==> src/rtl/pin_lock_if.sv <==
// rtl/pin_lock_if.sv - key/code inputs and lock status outputs of the pin lock controller
interface pin_lock_if #(
  parameter int DIGITS       = 4,
  parameter int MAX_ATTEMPTS = 3
);
  logic [3:0]                          key;
  logic [4*DIGITS-1:0]                 pinCode;
  logic                                unlock;
  logic                                lockout;
  logic                                error;
  logic [$clog2(MAX_ATTEMPTS+1)-1:0]   failCount;
  logic [4*DIGITS-1:0]                 pinEntry;
  logic [$clog2(DIGITS):0]             digitCounter;

  modport master (
    output key, pinCode,
    input  unlock, lockout, error, failCount, pinEntry, digitCounter
  );

  modport slave (
    input  key, pinCode,
    output unlock, lockout, error, failCount, pinEntry, digitCounter
  );
endinterface

==> src/rtl/pin_lock_controller.sv <==
// rtl/pin_lock_controller.sv - pin entry, compare, timed unlock and lockout; PINLOCK_DEBUG_EN exposes entry
module pin_lock_controller #(
  parameter int DIGITS         = 4,
  parameter int MAX_ATTEMPTS   = 3,
  parameter int UNLOCK_CYCLES  = 20,
  parameter int LOCKOUT_CYCLES = 50,
  parameter int TIMEOUT_CYCLES = 16
) (
  input  logic       clock,
  input  logic       reset,
  pin_lock_if.slave  bus
);
  localparam int NW   = 4 * DIGITS;
  localparam int FW   = $clog2(MAX_ATTEMPTS + 1);
  localparam int CW   = $clog2(DIGITS) + 1;
  localparam int TM1  = (UNLOCK_CYCLES > LOCKOUT_CYCLES) ? UNLOCK_CYCLES : LOCKOUT_CYCLES;
  localparam int TMAX = (TM1 > TIMEOUT_CYCLES) ? TM1 : TIMEOUT_CYCLES;
  localparam int TW   = $clog2(TMAX + 1);

  typedef enum logic [2:0] {
    S_IDLE,
    S_ENTRY,
    S_CHECK,
    S_UNLOCKED,
    S_LOCKOUT
  } state_t;

  state_t          r_state;
  logic [3:0]      r_key_prev;
  logic [NW-1:0]   r_pin_entry;
  logic [CW-1:0]   r_digit_cnt;
  logic [FW-1:0]   r_fail_count;
  logic [TW-1:0]   r_timer;
  logic            r_unlock;
  logic            r_lockout;
  logic            r_error;

  logic            w_press;
  logic            w_last_digit;
  logic [NW-1:0]   w_shifted;

  // A press is a rising transition out of the all-released key state.
  assign w_press      = (bus.key != 4'd0) && (r_key_prev == 4'd0);
  assign w_last_digit = (r_digit_cnt == CW'(DIGITS - 1));

  generate
    if (DIGITS == 1) begin : g_one_digit
      assign w_shifted = bus.key;
    end else begin : g_multi_digit
      assign w_shifted = {r_pin_entry[NW-5:0], bus.key};
    end
  endgenerate

  // Main controller: entry collection, check, timed unlock and lockout, all outputs registered.
  always_ff @(posedge clock) begin
    if (reset) begin
      r_state      <= S_IDLE;
      r_key_prev   <= 4'hF;
      r_pin_entry  <= '0;
      r_digit_cnt  <= '0;
      r_fail_count <= '0;
      r_timer      <= '0;
      r_unlock     <= 1'b0;
      r_lockout    <= 1'b0;
      r_error      <= 1'b0;
    end else begin
      r_key_prev <= bus.key;
      r_error    <= 1'b0;
      case (r_state)
        S_IDLE: begin
          if (w_press) begin
            r_pin_entry <= w_shifted;
            r_digit_cnt <= r_digit_cnt + 1'b1;
            r_timer     <= '0;
            r_state     <= w_last_digit ? S_CHECK : S_ENTRY;
          end
        end
        S_ENTRY: begin
          if (w_press) begin
            r_pin_entry <= w_shifted;
            r_digit_cnt <= r_digit_cnt + 1'b1;
            r_timer     <= '0;
            if (w_last_digit) r_state <= S_CHECK;
          end else if (r_timer == TW'(TIMEOUT_CYCLES - 1)) begin
            // Abandoned partial entry: discard silently, attempts are not charged.
            r_pin_entry <= '0;
            r_digit_cnt <= '0;
            r_timer     <= '0;
            r_state     <= S_IDLE;
          end else begin
            r_timer <= r_timer + 1'b1;
          end
        end
        S_CHECK: begin
          r_pin_entry <= '0;
          r_digit_cnt <= '0;
          r_timer     <= '0;
          if (r_pin_entry == bus.pinCode) begin
            r_unlock     <= 1'b1;
            r_fail_count <= '0;
            r_state      <= S_UNLOCKED;
          end else if (int'(r_fail_count) + 1 < MAX_ATTEMPTS) begin
            r_fail_count <= r_fail_count + 1'b1;
            r_error      <= 1'b1;
            r_state      <= S_IDLE;
          end else begin
            r_lockout    <= 1'b1;
            r_fail_count <= FW'(MAX_ATTEMPTS);
            r_state      <= S_LOCKOUT;
          end
        end
        S_UNLOCKED: begin
          if (r_timer == TW'(UNLOCK_CYCLES - 1)) begin
            r_unlock <= 1'b0;
            r_timer  <= '0;
            r_state  <= S_IDLE;
          end else begin
            r_timer <= r_timer + 1'b1;
          end
        end
        S_LOCKOUT: begin
          if (r_timer == TW'(LOCKOUT_CYCLES - 1)) begin
            r_lockout    <= 1'b0;
            r_fail_count <= '0;
            r_timer      <= '0;
            r_state      <= S_IDLE;
          end else begin
            r_timer <= r_timer + 1'b1;
          end
        end
        default: r_state <= S_IDLE;
      endcase
    end
  end

  assign bus.unlock    = r_unlock;
  assign bus.lockout   = r_lockout;
  assign bus.error     = r_error;
  assign bus.failCount = r_fail_count;

`ifdef PINLOCK_DEBUG_EN
  assign bus.pinEntry     = r_pin_entry;
  assign bus.digitCounter = r_digit_cnt;
`else
  assign bus.pinEntry     = '0;
  assign bus.digitCounter = '0;
`endif

endmodule

==> src/flat_wrapper.sv <==
// flat-port wrapper written by rule: the top's interface ports become plain ports
module pin_lock_controller_flat 
#(
  parameter int DIGITS         = 4,
  parameter int MAX_ATTEMPTS   = 3,
  parameter int UNLOCK_CYCLES  = 20,
  parameter int LOCKOUT_CYCLES = 50,
  parameter int TIMEOUT_CYCLES = 16
)
  (clock, reset, bus_key, bus_pinCode, bus_unlock, bus_lockout, bus_error, bus_failCount, bus_pinEntry, bus_digitCounter);
  pin_lock_if #(.DIGITS(DIGITS), .MAX_ATTEMPTS(MAX_ATTEMPTS)) bus_i ();
  input  logic clock;
  input  logic reset;
  input wire logic [$bits(bus_i.key)-1:0] bus_key;
  input wire logic [$bits(bus_i.pinCode)-1:0] bus_pinCode;
  output wire logic [$bits(bus_i.unlock)-1:0] bus_unlock;
  output wire logic [$bits(bus_i.lockout)-1:0] bus_lockout;
  output wire logic [$bits(bus_i.error)-1:0] bus_error;
  output wire logic [$bits(bus_i.failCount)-1:0] bus_failCount;
  output wire logic [$bits(bus_i.pinEntry)-1:0] bus_pinEntry;
  output wire logic [$bits(bus_i.digitCounter)-1:0] bus_digitCounter;
  assign bus_i.key = bus_key;
  assign bus_i.pinCode = bus_pinCode;
  assign bus_unlock = bus_i.unlock;
  assign bus_lockout = bus_i.lockout;
  assign bus_error = bus_i.error;
  assign bus_failCount = bus_i.failCount;
  assign bus_pinEntry = bus_i.pinEntry;
  assign bus_digitCounter = bus_i.digitCounter;
  pin_lock_controller #(.DIGITS(DIGITS), .MAX_ATTEMPTS(MAX_ATTEMPTS), .UNLOCK_CYCLES(UNLOCK_CYCLES), .LOCKOUT_CYCLES(LOCKOUT_CYCLES), .TIMEOUT_CYCLES(TIMEOUT_CYCLES)) u_core (.clock(clock), .reset(reset), .bus(bus_i));
endmodule
==> config.mk <==
export PLATFORM = sky130hd
export DESIGN_NAME = pin_lock_controller_flat
export DESIGN_NICKNAME = d
export VERILOG_FILES = /design/src/rtl/pin_lock_if.sv /design/src/rtl/pin_lock_controller.sv /design/src/flat_wrapper.sv
export SDC_FILE = /design/constraint.sdc
export NUM_CORES = 1
export LEC_CHECK = 0
export ABC_CLOCK_PERIOD_IN_PS = 2300
export CAP_MARGIN = 25
export CORE_MARGIN = 1.5
export CORE_UTILIZATION = 50
export CTS_BUF_LIST = sky130_fd_sc_hd__clkbuf_16
export CTS_CLUSTER_DIAMETER = 120
export DETAILED_ROUTE_END_ITERATION = 10
export GPL_TIMING_DRIVEN = 0
export PLACE_DENSITY = 0.79
export SLEW_MARGIN = 20
export SYNTH_ARGS = -nofsm -noshare
export SYNTH_HDL_FRONTEND = slang
export SYNTH_SLANG_ARGS = --single-unit
==> constraint.sdc <==
create_clock -name clock -period 2.3 [get_ports clock]
set_input_delay 0.23 -clock clock [delete_from_list [all_inputs] [get_ports clock]]
set_output_delay 0.23 -clock clock [all_outputs]
set_load 0.01 [all_outputs]
==> results.txt <==
The analysis attributes to cell leakage a power of 0.00105 µW. Leaving out fill and tap cells, the most frequent cell in the layout is sky130_fd_sc_hd__dfxtp_1. The largest vdd supply drop is 457 µV.

The floorplan step defined a die boundary enclosing 4540 µm². The count of pins over their slew limit came out at 0. The delay of the slowest cell on the worst path is 640 ps. For this configuration, the core starts out at a cell density of 0.519. The floorplan die height is 67.4 µm.

In the layout the commonest cells are sky130_fd_sc_hd__dfxtp_1 (36), sky130_fd_sc_hd__clkdlybuf4s50_1 (25), sky130_fd_sc_hd__buf_4 (22). The net switching fraction of the power came out at 0.222. The antenna diode instance count is 0.

The data required time at the worst endpoint came out at 2490 ps. The worst setup path is captured at a flop. The maximum number of buffers from clock root to sink came out at 2. Headroom to the max-slew limit came out at 0.541. The final critical-path share of the clock period came out at 0.934. The cell area power density is 540 nW/µm². Routability-driven placement finished with a final weighted congestion of 0.848. The routed design has 4420 µm of wire. The number of nets in the layout is 325. The clock transition at the register clock pins on the worst setup and hold paths after CTS came out at 60 ps.

The signal on the critical path passes through clkdlybuf4s50_1, nor4_1, nor2_1, o211ai_1, nor2b_1, a2111oi_2. The first routing iteration left 90 violations. Summed over all layers, the global routing overflow is 0.

The combinational share of power is 0.085. The type of the worst setup path is input port to flop. The synthesis warning total came out at 0.

The later pin in the worst-skew pair is clocked with a latency of 280 ps. The number of nets still failing antenna checks after routing came out at 0. The number of port buffers is 25. The slowest stage of the critical path belongs to the cell sky130_fd_sc_hd__nor4_1.

The buffer and inverter count on the worst path came out at 1. The number of fill cells is 358. STA puts the critical path data arrival time at 2330 ps. The initial antenna violation count is 0. The peak fanout along the critical path came out at 5.

The flip-flop cell with the highest count after synthesis is sky130_fd_sc_hd__dfxtp_1. The fraction of the yosys area taken by sequential cells came out at 0.357. Among cell families on the critical path, the largest total delay comes from simple AND/OR/NAND/NOR gates. The area of placed instances is 2450 µm². The fraction of final layout cells with drive strength greater than 1 came out at 0.163. The worst min-delay path class is flop to flop. The TritonCTS clock tree is built. The pin count of the biggest net entering global routing is 12.

Dividing the detail-routed via count by the number of cells gives 5.22. The number of top-level design ports is 46. The number of global-route vias before repair came out at 1679. The number of buffers inserted during clock tree synthesis came out at 5. After synthesis, the netlist uses 48 different library cells.

The detailed placement HPWL came out at 3200 µm. The number of maximum-capacitance constraint violations came out at 0. The number of iterations in the first detailed-routing pass is 4. The depth of the CTS H-tree came out at 2. The clock drives 37 sinks.

The setup-violating endpoint count in the final report came out at 0. The worst-case setup margin in the final layout is 152 ps. The achievable frequency is 466 MHz. The tree is rooted in a sky130_fd_sc_hd__clkbuf_16. The die outline width is 67.4 µm. The fraction of synthesis flops using an asynchronous set or reset pin is 0. Dividing the detail-routed wire length by the instance count gives 12.6 µm. The total non-filler cell area in the finished layout came out at 2640 µm². The layout-stage area growth over the synthesis result came out at 27.3%. The core region area came out at 4000 µm². The synthesized design contains 0 enable-type register cells. The switching power of the nets came out at 317 µW. The worst-case setup slack after placement is -88.5 ps. The transition time of the tightest slew-check pin is 682 ps. Across the routed clock network, the largest skew measured is 2.77 ps. The placement row count is 23.

The global-route wire length before repair came out at 7210 µm. Setup repair after global routing left no endpoint under its margin. The post-synthesis instance area is 2070 µm². The routed design could run at a clock period as short as 2150 ps. The final core area utilization is 0.660. The final hold slack is 459 ps. The count of unresolved DRC violations after routing came out at 0. The portion of total power attributed to the clock network is 0.461. The hold violation count in the final report was 0. The mean area per synthesized cell came out at 8.43 µm².

The category of the worst setup path launch point is an input port. The routed layout has 1826 vias. The flow ran to the end, and the final reports show no timing, DRC or antenna violations. The total routing usage reported by global routing came out at 0.211.

The part of the power in registers is 0.455. After synthesis the netlist holds a flip-flop and latch count of 37. The internal power came out at 1110 µW. Synthesis produced a netlist whose cell count is 246.
## cell usage after synthesis (2+ instances only)
master | count | area (µm²)
sky130_fd_sc_hd__o211ai_1 | 2 | 15.0
sky130_fd_sc_hd__and3_1 | 2 | 12.5
sky130_fd_sc_hd__xor2_1 | 19 | 166
sky130_fd_sc_hd__clkbuf_1 | 7 | 26.3
sky130_fd_sc_hd__nand2b_1 | 20 | 125
sky130_fd_sc_hd__nor2_1 | 10 | 37.5
sky130_fd_sc_hd__o21ai_1 | 5 | 25.0
sky130_fd_sc_hd__ha_1 | 4 | 50.1
sky130_fd_sc_hd__or2_2 | 5 | 31.3
sky130_fd_sc_hd__nor3_1 | 4 | 20.0
sky130_fd_sc_hd__buf_2 | 2 | 10.0
sky130_fd_sc_hd__o2111ai_1 | 2 | 17.5
sky130_fd_sc_hd__o21bai_1 | 2 | 15.0
sky130_fd_sc_hd__a21oi_1 | 9 | 45.0
sky130_fd_sc_hd__inv_1 | 6 | 22.5
sky130_fd_sc_hd__o31ai_1 | 2 | 15.0
sky130_fd_sc_hd__o22ai_1 | 2 | 12.5
sky130_fd_sc_hd__nor2b_1 | 3 | 18.8
sky130_fd_sc_hd__o21ai_0 | 15 | 75.1
sky130_fd_sc_hd__or4_4 | 2 | 22.5
sky130_fd_sc_hd__or3b_1 | 2 | 17.5
sky130_fd_sc_hd__dfxtp_1 | 37 | 741
sky130_fd_sc_hd__buf_6 | 3 | 33.8
sky130_fd_sc_hd__nor4_1 | 7 | 43.8
sky130_fd_sc_hd__nand4_1 | 3 | 18.8
sky130_fd_sc_hd__nand3_1 | 21 | 105
sky130_fd_sc_hd__buf_4 | 19 | 143
sky130_fd_sc_hd__nand2_1 | 11 | 41.3
## stage by stage
| step | cells | power (µW) | setup TNS [ps] |
|---|---|---|---|
| after floorplan | 264 | 733 | 0 |
| after detailed placement | 339 | 780 | -88.5 |
| after CTS | 347 | 1430 | 0 |
| after global placement | 339 | 779 | -101 |
| final | 350 | 1420 | 0 |
| after global routing | 350 | 1470 | 0 |
## area by class of cell
type                       instances  area, µm²  area share
sequential                        37        742       0.281
multi-input combinational        189       1180       0.449
clock inverter                     3       13.8     0.00521
timing repair buffer              28        273       0.103
tap                               50       62.6      0.0237
inverter                           7       26.3     0.00995
buffer                            31        213      0.0806
clock buffer                       5        125      0.0474
## per-layer routing
| metal | track usage | routed length, µm | vias up |
|---|---|---|---|
| met2 | 0.359 | 2190 | 63 |
| met3 | 0.0567 | 272 | 6 |
| met1 | 0.253 | 1900 | 821 |
| li1 | - | - | 936 |
| met5 | 0 | 0 | - |
| met4 | 0.0791 | 52 | 0 |
## power groups by stage
stage | registers [µW] | clock network, µW | logic [µW]
3_3_place_gp | 662 | 0 | 118
3_5_place_dp | 662 | 0 | 119
4_1_cts | 648 | 662 | 119
5_1_grt | 648 | 689 | 133
6_report | 648 | 656 | 121
2_1_floorplan | 661 | 0 | 71.4
## tightest hold or removal path: stages, from the launching register on
cell and delay (ps):
sky130_fd_sc_hd__dfxtp_1 310, sky130_fd_sc_hd__nand2_1 50, sky130_fd_sc_hd__a21oi_1 60
## sequential cells by signal, summed over array words and instances (netlist names)
| register | flops |
|---|---|
| u_core.bus.unlock | 1 |
| u_core.bus.lockout | 1 |
| u_core.r_state | 3 |
| u_core.bus.failCount | 2 |
| u_core.r_timer | 6 |
| u_core.r_pin_entry | 16 |
| u_core.r_digit_cnt | 3 |
| u_core.bus.error | 1 |
| u_core.r_key_prev | 4 |
## path summary, 6_finish.rpt
kind	startpoint	endpoint	slack [ps]	depth (start not counted)
min reg2reg	u_core.bus.lockout$_SDFFE_PP0P_	u_core.bus.lockout$_SDFFE_PP0P_	460	2
max reg2reg	u_core.r_key_prev[1]$_SDFF_PP1_	u_core.r_timer[0]$_SDFFE_PP0P_	170	5
max	bus_key[1]	u_core.r_state[2]$_SDFFE_PP0P_	150	6
min	u_core.bus.lockout$_SDFFE_PP0P_	u_core.bus.lockout$_SDFFE_PP0P_	460	2
## cells by family after synthesis
logic type | Yosys count | share of synthesized area
compound gates | 49 | 0.153
xor+xnor | 20 | 0.0844
fa+ha+maj | 4 | 0.0241
flops | 37 | 0.357
other cells | 1 | 0.00181
simple gates | 97 | 0.265
buf+inv | 38 | 0.115
## repair_timing
action / CTS / global route
setup endpoints to repair: 0 / 11
setup buffers: 0 / 3
resized for setup: 0 / 5
hold buffers: 0 / 0
Power figures use the tool's default switching activity.
